$ cat src/rtl/video_awb_pkg.sv
// video_awb_pkg: shared defaults, channel count and helpers for the AWB round/saturate stage
package video_awb_pkg;
  localparam int DEF_PROD_W = 24;
  localparam int DEF_PIX_W = 10;
  localparam int DEF_GAIN_FRAC = 8;
  localparam int DEF_CNT_W = 16;
  localparam int NUM_CH = 3;
  function automatic longint pix_max(input int w);
    return (longint'(1) << w) - 1;
  endfunction
  localparam int PIX_MAX = int'(pix_max(DEF_PIX_W));
  function automatic int ch_lo(input int c, input int w);
    return c * w;
  endfunction
endpackage

$ cat src/rtl/video_awb_round_sat_ch.sv
// video_awb_round_sat_ch: one channel, stage 1 rounds half-up, stage 2 clamps to pixel max
module video_awb_round_sat_ch
  import video_awb_pkg::*;
#(
  parameter int PROD_W = DEF_PROD_W,
  parameter int PIX_W = DEF_PIX_W,
  parameter int GAIN_FRAC = DEF_GAIN_FRAC
) (
  input  logic              clk,
  input  logic              rst,
  input  logic              en,
  input  logic [PROD_W-1:0] prod_i,
  output logic              sat_o,
  output logic [PIX_W-1:0]  pix_o
);
  localparam logic [PROD_W:0] HALF = (PROD_W+1)'(1) << (GAIN_FRAC - 1);
  localparam logic [PIX_W-1:0] MAX = PIX_W'(pix_max(PIX_W));
  logic [PROD_W:0] r, q;
  logic [PIX_W-1:0] q_q, pix_q, pix_d;
  logic sat_q;
  // one extra bit keeps an all-ones product from wrapping when rounded
  always_comb begin
    r = {1'b0, prod_i} + HALF;
    q = r >> GAIN_FRAC;
    pix_d = sat_q ? MAX : q_q;
  end
  always_ff @(posedge clk) begin
    if (rst) begin
      q_q <= '0;
      sat_q <= 1'b0;
      pix_q <= '0;
    end else if (en) begin
      q_q <= q[PIX_W-1:0];
      sat_q <= |q[PROD_W:PIX_W];
      pix_q <= pix_d;
    end
  end
  assign sat_o = sat_q;
  assign pix_o = pix_q;
endmodule

$ cat src/rtl/video_awb_round_sat.sv
// video_awb_round_sat: 3-channel round/saturate stream stage with per-frame clipped-pixel count
module video_awb_round_sat
  import video_awb_pkg::*;
#(
  parameter int PROD_W = DEF_PROD_W,
  parameter int PIX_W = DEF_PIX_W,
  parameter int GAIN_FRAC = DEF_GAIN_FRAC,
  parameter int CNT_W = DEF_CNT_W
) (
  input  logic                     ap_clk,
  input  logic                     ap_rst,
  input  logic                     s_valid,
  output logic                     s_ready,
  input  logic [NUM_CH*PROD_W-1:0] s_prod,
  input  logic                     s_user,
  input  logic                     s_last,
  output logic                     m_valid,
  input  logic                     m_ready,
  output logic [NUM_CH*PIX_W-1:0]  m_data,
  output logic                     m_user,
  output logic                     m_last,
  output logic [CNT_W-1:0]         sat_count,
  output logic                     sat_count_vld
);
  logic en, xfer, sof;
  logic [NUM_CH-1:0] sat1;
  logic v1_q, u1_q, l1_q, mv_q, mu_q, ml_q, bs_q;
  logic seen_q, seen_d, scv_q, scv_d;
  logic [CNT_W-1:0] cnt_q, cnt_d, sc_q, sc_d;
  assign en = ~mv_q | m_ready;
  assign s_ready = en & ~ap_rst;
  for (genvar c = 0; c < NUM_CH; c++) begin : g_ch
    video_awb_round_sat_ch #(.PROD_W(PROD_W), .PIX_W(PIX_W), .GAIN_FRAC(GAIN_FRAC)) u_ch (
      .clk(ap_clk),
      .rst(ap_rst),
      .en(en),
      .prod_i(s_prod[ch_lo(c, PROD_W) +: PROD_W]),
      .sat_o(sat1[c]),
      .pix_o(m_data[ch_lo(c, PIX_W) +: PIX_W])
    );
  end
  always_ff @(posedge ap_clk) begin
    if (ap_rst) begin
      {v1_q, u1_q, l1_q, mv_q, mu_q, ml_q, bs_q} <= '0;
    end else if (en) begin
      {v1_q, u1_q, l1_q} <= {s_valid, s_user, s_last};
      {mv_q, mu_q, ml_q} <= {v1_q, u1_q, l1_q};
      bs_q <= |sat1;
    end
  end
  // an SOF restarts the count with its own clip; only SOFs after the first publish
  always_comb begin
    xfer = mv_q & m_ready;
    sof = xfer & mu_q;
    cnt_d = !xfer ? cnt_q : mu_q ? CNT_W'(bs_q) : (&cnt_q ? cnt_q : cnt_q + CNT_W'(bs_q));
    seen_d = seen_q | sof;
    scv_d = sof & seen_q;
    sc_d = scv_d ? cnt_q : sc_q;
  end
  always_ff @(posedge ap_clk) begin
    if (ap_rst) begin
      cnt_q <= '0;
      sc_q <= '0;
      seen_q <= 1'b0;
      scv_q <= 1'b0;
    end else begin
      cnt_q <= cnt_d;
      sc_q <= sc_d;
      seen_q <= seen_d;
      scv_q <= scv_d;
    end
  end
  assign m_valid = mv_q;
  assign m_user = mu_q;
  assign m_last = ml_q;
  assign sat_count = sc_q;
  assign sat_count_vld = scv_q;
endmodule

$ cat config.mk
export PLATFORM = sky130hd
export DESIGN_NAME = video_awb_round_sat
export DESIGN_NICKNAME = d
export VERILOG_FILES = /design/src/rtl/video_awb_pkg.sv /design/src/rtl/video_awb_round_sat_ch.sv /design/src/rtl/video_awb_round_sat.sv
export SDC_FILE = /design/constraint.sdc
export NUM_CORES = 1
export LEC_CHECK = 0
export CORE_UTILIZATION = 43
export CTS_BUF_LIST = sky130_fd_sc_hd__clkbuf_16
export DETAILED_ROUTE_END_ITERATION = 8
export PLACE_DENSITY = 0.77
export REMOVE_ABC_BUFFERS = 1
export SLEW_MARGIN = 10
export SYNTH_ARGS = -nofsm -noshare
export SYNTH_HDL_FRONTEND = slang
export SYNTH_SLANG_ARGS = --single-unit
$ cat constraint.sdc
create_clock -name ap_clk -period 1.8 [get_ports ap_clk]
set_clock_uncertainty 0.05 [all_clocks]
set_input_delay 0.36 -clock ap_clk [delete_from_list [all_inputs] [get_ports ap_clk]]
set_output_delay 0.36 -clock ap_clk [all_outputs]
set_load 0.05 [all_outputs]
==> impl_metrics.ini, run 1 <==
[worst_setup_path]
worst_path_largest_cell_delay_ns = 0.48
critical_path.reg2reg.startpoint = cnt_q[5]
highest_fanout_seen_on_the_critical_path = 6
worst_r2r_endpoint = cnt_q[12]
ff2ff_setup_slack_ns = 0.09
crit_path_top_delay_cell = clkdlybuf4s50_1
start_kind = primary input
timing.critical_path.cells = clkdlybuf4s50_1 > nand4_1 > buf_4 > or3_1 > o21ai_1 > o31ai_2 > a31oi_1
critical_path.top_delay_family = buffers and inverters
worstPathBufferInverterCount = 2
ff2ff_path_depth = 5
worst-setup-path-type = primary input to flop
timing.critical_path.to_type = flop
arrival_time_of_the_worst_setup_path_ns = 2.00
cp_data_required_time_ns = 2.00

[die]
io_pins = 129
die_y_um = 106
die_outline_area_um2 = 11200
core-area_um2 = 10400
die_w_um = 106
num_rows = 37
initial_util_pct = 44.6

[cts]
number_of_hold_buffers_added_after_cts = 0
tritoncts = built
ctsLongestPathBuffers = 2
clock_latency_ns = 0.34
number_of_sinks_on_the_clock_net = 104
root_buffer_cell = clkbuf_16
number_of_buffers_inserted_during_clock_tree_synthesis = 9
cts.clk_slew.worst_paths_ns = 0.07
cts_max_level = 3

[timing]
setup_slack_ns = -0.00151
max_clock_freq_mhz = 555
timing.final.crit_share_pct = 100
worstMarginPinSlew_ns = 0.495
timing.max_slew.rel_slack_pct = 67.0
setup_viol = 1
maxSlewViolCount = 0
layout_min_cycle_time_ns = 1.80
hold_viol_final = 0

[global_route]
grt_usage_pct = 20.9
antenna_found_initial = 0
grt_max_degree = 58
first_global_vias = 4323
grt_pass1_wl_um = 19200
overflow = 0

[place]
gp_congestion = 0.886
detailedPlacementHpwl_um = 8680
numPortBuffers = 107
placed_cells_incl_taps = 869

[routing]
route.layer.met1.wl_um = 5110
route.met2.wl_um = 5730
routed_via_density = 5.19
firstDrtPassIters = 4
wl_per_cell_um = 13.0
top_signal_layer_used = met4
drcViolationCount = 0
antenna_violating_nets_post_route = 0
wl_met3_um = 501
postRouteWirelength_um = 11500
detail_route.iter0.violations = 210
overall_via_count_from_detail_route = 4601

[synthesis]
yosys.area_share.simple_pct = 30.1
yosys_reg_bits = 104
combinational_family_with_the_most_area_after_synthesis = simple AND/OR/NAND/NOR gates
yosys.area_share.adder_pct = 1.35
netlist_instances = 579
post_synth_instance_area_um2 = 4640
compound_gate_fraction_of_synth_area_pct = 11.7
yosysWarnings = 0
seq_area_frac_synth_pct = 44.8
synth.mux.area_fraction_pct = 1.10
yosys.area_share.xor_xnor_pct = 6.98
ys_dominant_reg_cell = dfxtp_1
synthDistinctLibCells = 43
synth_edf_count = 0
synth.avg_cell_area_um2 = 8.02
asr_flop_ratio_synth_pct = 0

[cells_and_area]
drive_gt1_share_pct = 24.0
ant_diodes = 0
layout.cells.non_filler = 886
layout.nets = 829
area_growth_pct = 44.5

[min_path]
hold_end = v1_q
origin_of_the_worst_min_delay_path = v1_q
min_delay_path_depth = 2
holdCritPathClass = flop to flop

[pwr]
power_per_standard_cell_area_nw_per_um2 = 797
p_leak_uw = 0.00277
power.ir.vdd_worst_mv = 0.738
power_uw = 5350

[run_status]
status = complete, but fails checks
failed_checks = setup timing

[flow_run]
cap_viol_max_count = 0
==> worst max-delay path by stage <==
stage | from | depth (start not counted) | end | slack (ns)
final | s_prod[14] | 7 | g_ch[0].u_ch.sat_o | -0.002
after global routing | s_prod[14] | 7 | g_ch[0].u_ch.sat_o | -0.03
after CTS | m_ready | 5 | s_ready | 0.006
after detailed placement | s_prod[31] | 7 | g_ch[1].u_ch.sat_o | -0.63
after global placement | s_prod[31] | 7 | g_ch[1].u_ch.sat_o | -0.58
after floorplan | m_valid | 2 | s_ready | -1.51
==> final cells by class <==
class | instances | area [um2]
clock buffers | 9 | 225
clock inverters | 6 | 62.6
fillers | 838 | 3700
inverters | 5 | 18.8
multi-input cells | 430 | 2450
flip-flops and latches | 104 | 2080
well taps | 136 | 170
repair buffers | 196 | 1700
==> metrics by stage <==
stage | TNS (ns) | hold slack (ns) | setup WS (ns) | utilization (%) | cell area, um2
detailed placement | -7.52 | 0.397 | -0.630 | 61.1 | 6360
finish | -0.00151 | 0.405 | -0.00151 | 64.4 | 6710
global placement | -5.87 | 0.389 | -0.579 | 61.1 | 6360
floorplan | -59.80 | 0.376 | -1.51 | - | 4480
global route | -0.0478 | 0.419 | -0.0347 | 64.4 | 6710
CTS | 0 | 0.406 | 0.00575 | 63.9 | 6650
==> cells in the mapped netlist (8+ instances only) <==
master | n | share of area [%]
dfxtp_1 | 104 | 45
a21oi_1 | 34 | 3.7
o21ai_0 | 10 | 1.1
nor3_1 | 71 | 7.7
xor2_1 | 15 | 2.8
nor2_1 | 87 | 7.0
nand3_1 | 19 | 2.0
or3_1 | 8 | 1.1
clkbuf_1 | 32 | 2.6
nand4_1 | 11 | 1.5
nand2_1 | 72 | 5.8
a211oi_1 | 25 | 4.0
xnor2_1 | 22 | 4.1
==> power breakdown <==
part,switching [uW],leakage [uW],internal (uW)
combinational,521,0.00177,417
sequential,89.4,0.000858,2430
clock,825,0.000140,1070
total,1440,0.00277,3910
==> cells by family after synthesis <==
family	count (synthesis)
flip-flops	104
AND/OR/NAND/NOR	297
multiplexers	5
buffers and inverters	45
XOR/XNOR	37
AO/OA/AOI/OAI	86
adder cells (fa/ha/maj)	5
==> layer usage <==
layer | vias up | global-route usage (%)
li1 | 2357 | -
met1 | 2118 | 25.9
met2 | 113 | 36.9
met3 | 13 | 3.37
met4 | 0 | 6.75
met5 | - | 0
==> layout by cell type (no fill, tap or decap), types with 11 or more instances in the layout <==
cell type,count
buf_4,131
dfxtp_1,104
nor2_1,86
nand2_1,72
nor3_1,68
clkdlybuf4s50_1,45
a21oi_1,34
a211oi_1,24
xnor2_1,22
nand3_1,18
xor2_1,15
nand4_1,11
==> worst reg2reg max path: stages (launching register included) <==
cell	delay [ns]
dfxtp_1	0.35
nand4_2	0.17
or4_4	0.56
a211oi_1	0.27
xnor2_1	0.15
nor2_1	0.05
==> sequential cells by signal, indices dropped and copies added (netlist names), 3 cells and up <==
| register | count |
|---|---|
| g_ch.u_ch.pix_o | 30 |
| g_ch.u_ch.q_q | 30 |
| cnt_q | 16 |
| sat_count | 16 |
| g_ch.u_ch.sat_o | 3 |
==> repair_timing <==
item,CTS,global route
endpoints found under the setup margin,4,12
buffers inserted,0,2
gates cloned,0,0
resized for setup,12,18
pin swaps,4,5
No activity file was read; power rests on OpenSTA's default activity.
==> run 2: changes to the inputs <==
- GPL_TIMING_DRIVEN: default -> 0
==> impl_metrics.ini, run 2 (synthesis results as in run 1) <==
[run_status]
status = complete, no violations

[cells_and_area]
ant_diodes = 0
area_growth_pct = 34.4
final_cell_mix = 98 x dfxtp_1, 86 x nor2_1, 71 x nand2_1
drive_gt1_share_pct = 10.8
final.fill_count = 941
mostFrequentLayoutCell = dfxtp_1
layout.nets = 755

[pwr]
share_seq_of_total_power_pct = 48.4
p_leak_uw = 0.00256
power.share.switching_pct = 26.7
power.ir.vdd_worst_mv = 0.633
clkPwrFrac_pct = 35.8
comb_power_share_pct = 15.7
internal_power_uw = 3790
power_per_standard_cell_area_nw_per_um2 = 829
power.net_switching_uw = 1380

[die]
die_outline_area_um2 = 11200
initial_util_pct = 44.6
core-area_um2 = 10400
num_rows = 37
io_pins = 129
die_y_um = 106
die_w_um = 106

[timing]
worstMarginPinSlew_ns = 0.551
hold_viol_final = 0
maxSlewViolCount = 0
timing.max_slew.rel_slack_pct = 63.4
whs_ns = 0.349
layout_min_cycle_time_ns = 1.76
timing.final.crit_share_pct = 97.9
rsz0062_at_grt = true
max_clock_freq_mhz = 568
setup_viol = 0
setup_tns_ns = 0

[min_path]
holdCritPathClass = primary input to flop

[routing]
firstDrtPassIters = 4
detail_route.iter0.violations = 153
routed_via_density = 5.35
postRouteWirelength_um = 11100
drcViolationCount = 0
overall_via_count_from_detail_route = 4341
antenna_violating_nets_post_route = 0
wl_per_cell_um = 13.7

[cts]
number_of_hold_buffers_added_after_cts = 0
number_of_sinks_on_the_clock_net = 104
cts.clk_slew.worst_paths_ns = 0.06
ctsLongestPathBuffers = 2
clock_latency_ns = 0.34
tritoncts = built
root_buffer_cell = clkbuf_16
number_of_buffers_inserted_during_clock_tree_synthesis = 9
cts_max_level = 3

[global_route]
grt_usage_pct = 19.9
first_global_vias = 4091
grt_max_degree = 84
grt_pass1_wl_um = 18100
overflow = 0
antenna_found_initial = 0

[place]
numPortBuffers = 107
detailedPlacementHpwl_um = 7310
gp_congestion = 0.855

[worst_setup_path]
highest_fanout_seen_on_the_critical_path = 6
timing.critical_path.to_type = flop
cp_data_required_time_ns = 2.00
worst-setup-path-type = primary input to flop
start_kind = primary input
arrival_time_of_the_worst_setup_path_ns = 1.96

[flow_run]
cap_viol_max_count = 0
## run 2: changes by cell type in the layout (fill, tap and decap cells not counted), moves of 6 or more
cell	previous run	this run
buf_12	8	1
clkdlybuf4s50_1	45	38
dfxtp_1	104	98
dlygate4sd2_1	6	51
buf_4	131	12
dlymetal6s2s_1	2	8
## run 2: layout make-up
class | instances | area, um2 | share of cell area, %
timing repair buffer | 122 | 1170 | 18.8
clock buffer | 9 | 225 | 3.61
tap | 136 | 170 | 2.73
sequential | 104 | 2090 | 33.6
multi-input combinational | 430 | 2500 | 40.1
inverter | 5 | 18.8 | 0.301
clock inverter | 6 | 52.6 | 0.842
## run 2: final timing paths
check | slack, ns | from | cells past startpoint | endpoint
max | 0.04 | s_prod[58] | 5 | g_ch[2].u_ch.q_q[9]
max reg2reg | 0.06 | cnt_q[3] | 5 | cnt_q[12]
min reg2reg | 0.40 | sat_count[8] | 2 | sat_count[8]
min | 0.35 | s_prod[35] | 3 | g_ch[1].u_ch.q_q[3]
## run 2: worst max-delay path, stage by stage
cell and delay, ns:
clkdlybuf4s50_1 0.55, nand3_1 0.14, or2_4 0.28, or3_4 0.38
a311oi_2 0.26
## run 2: timing repair
action	4_1_cts	5_1_grt
setup buffers	6	5
gates resized for setup	90	34
pin swaps	4	5
setup endpoints to repair	89	16
hold endpoints to repair	0	0
gates cloned	0	1
## run 2: metal layers
| layer | track usage [%] | up-vias | wire length [um] |
|---|---|---|---|
| met1 | 23.6 | 2009 | 4910 |
| met5 | 0 | - | 0 |
| met2 | 34.2 | 109 | 5430 |
| li1 | - | 2211 | - |
| met3 | 5.27 | 12 | 667 |
| met4 | 8.04 | 0 | 138 |
## run 2: power by group through the flow
stage                     Combinational [uW]  Sequential [uW]  Clock (uW)
after floorplan                          243             2770           0
after global placement                   825             2560           0
after detailed placement                 840             2560           0
after CTS                                803             2510        1890
after global routing                     876             2520        1990
final                                    813             2510        1850
## run 2: through the flow
step / instances / util, % / setup slack [ns] / area [um2] / power, uW
3_3_place_gp: 782 / 55.0 / -2.69 / 5730 / 3380
6_report: 812 / 59.9 / 0.0380 / 6240 / 5170
5_1_grt: 812 / 59.9 / -0.0252 / 6240 / 5390
3_5_place_dp: 785 / 55.8 / -0.797 / 5810 / 3400
2_1_floorplan: 539 / - / -1.51 / 4480 / 3010
4_1_cts: 806 / 58.8 / -0.00155 / 6130 / 5200
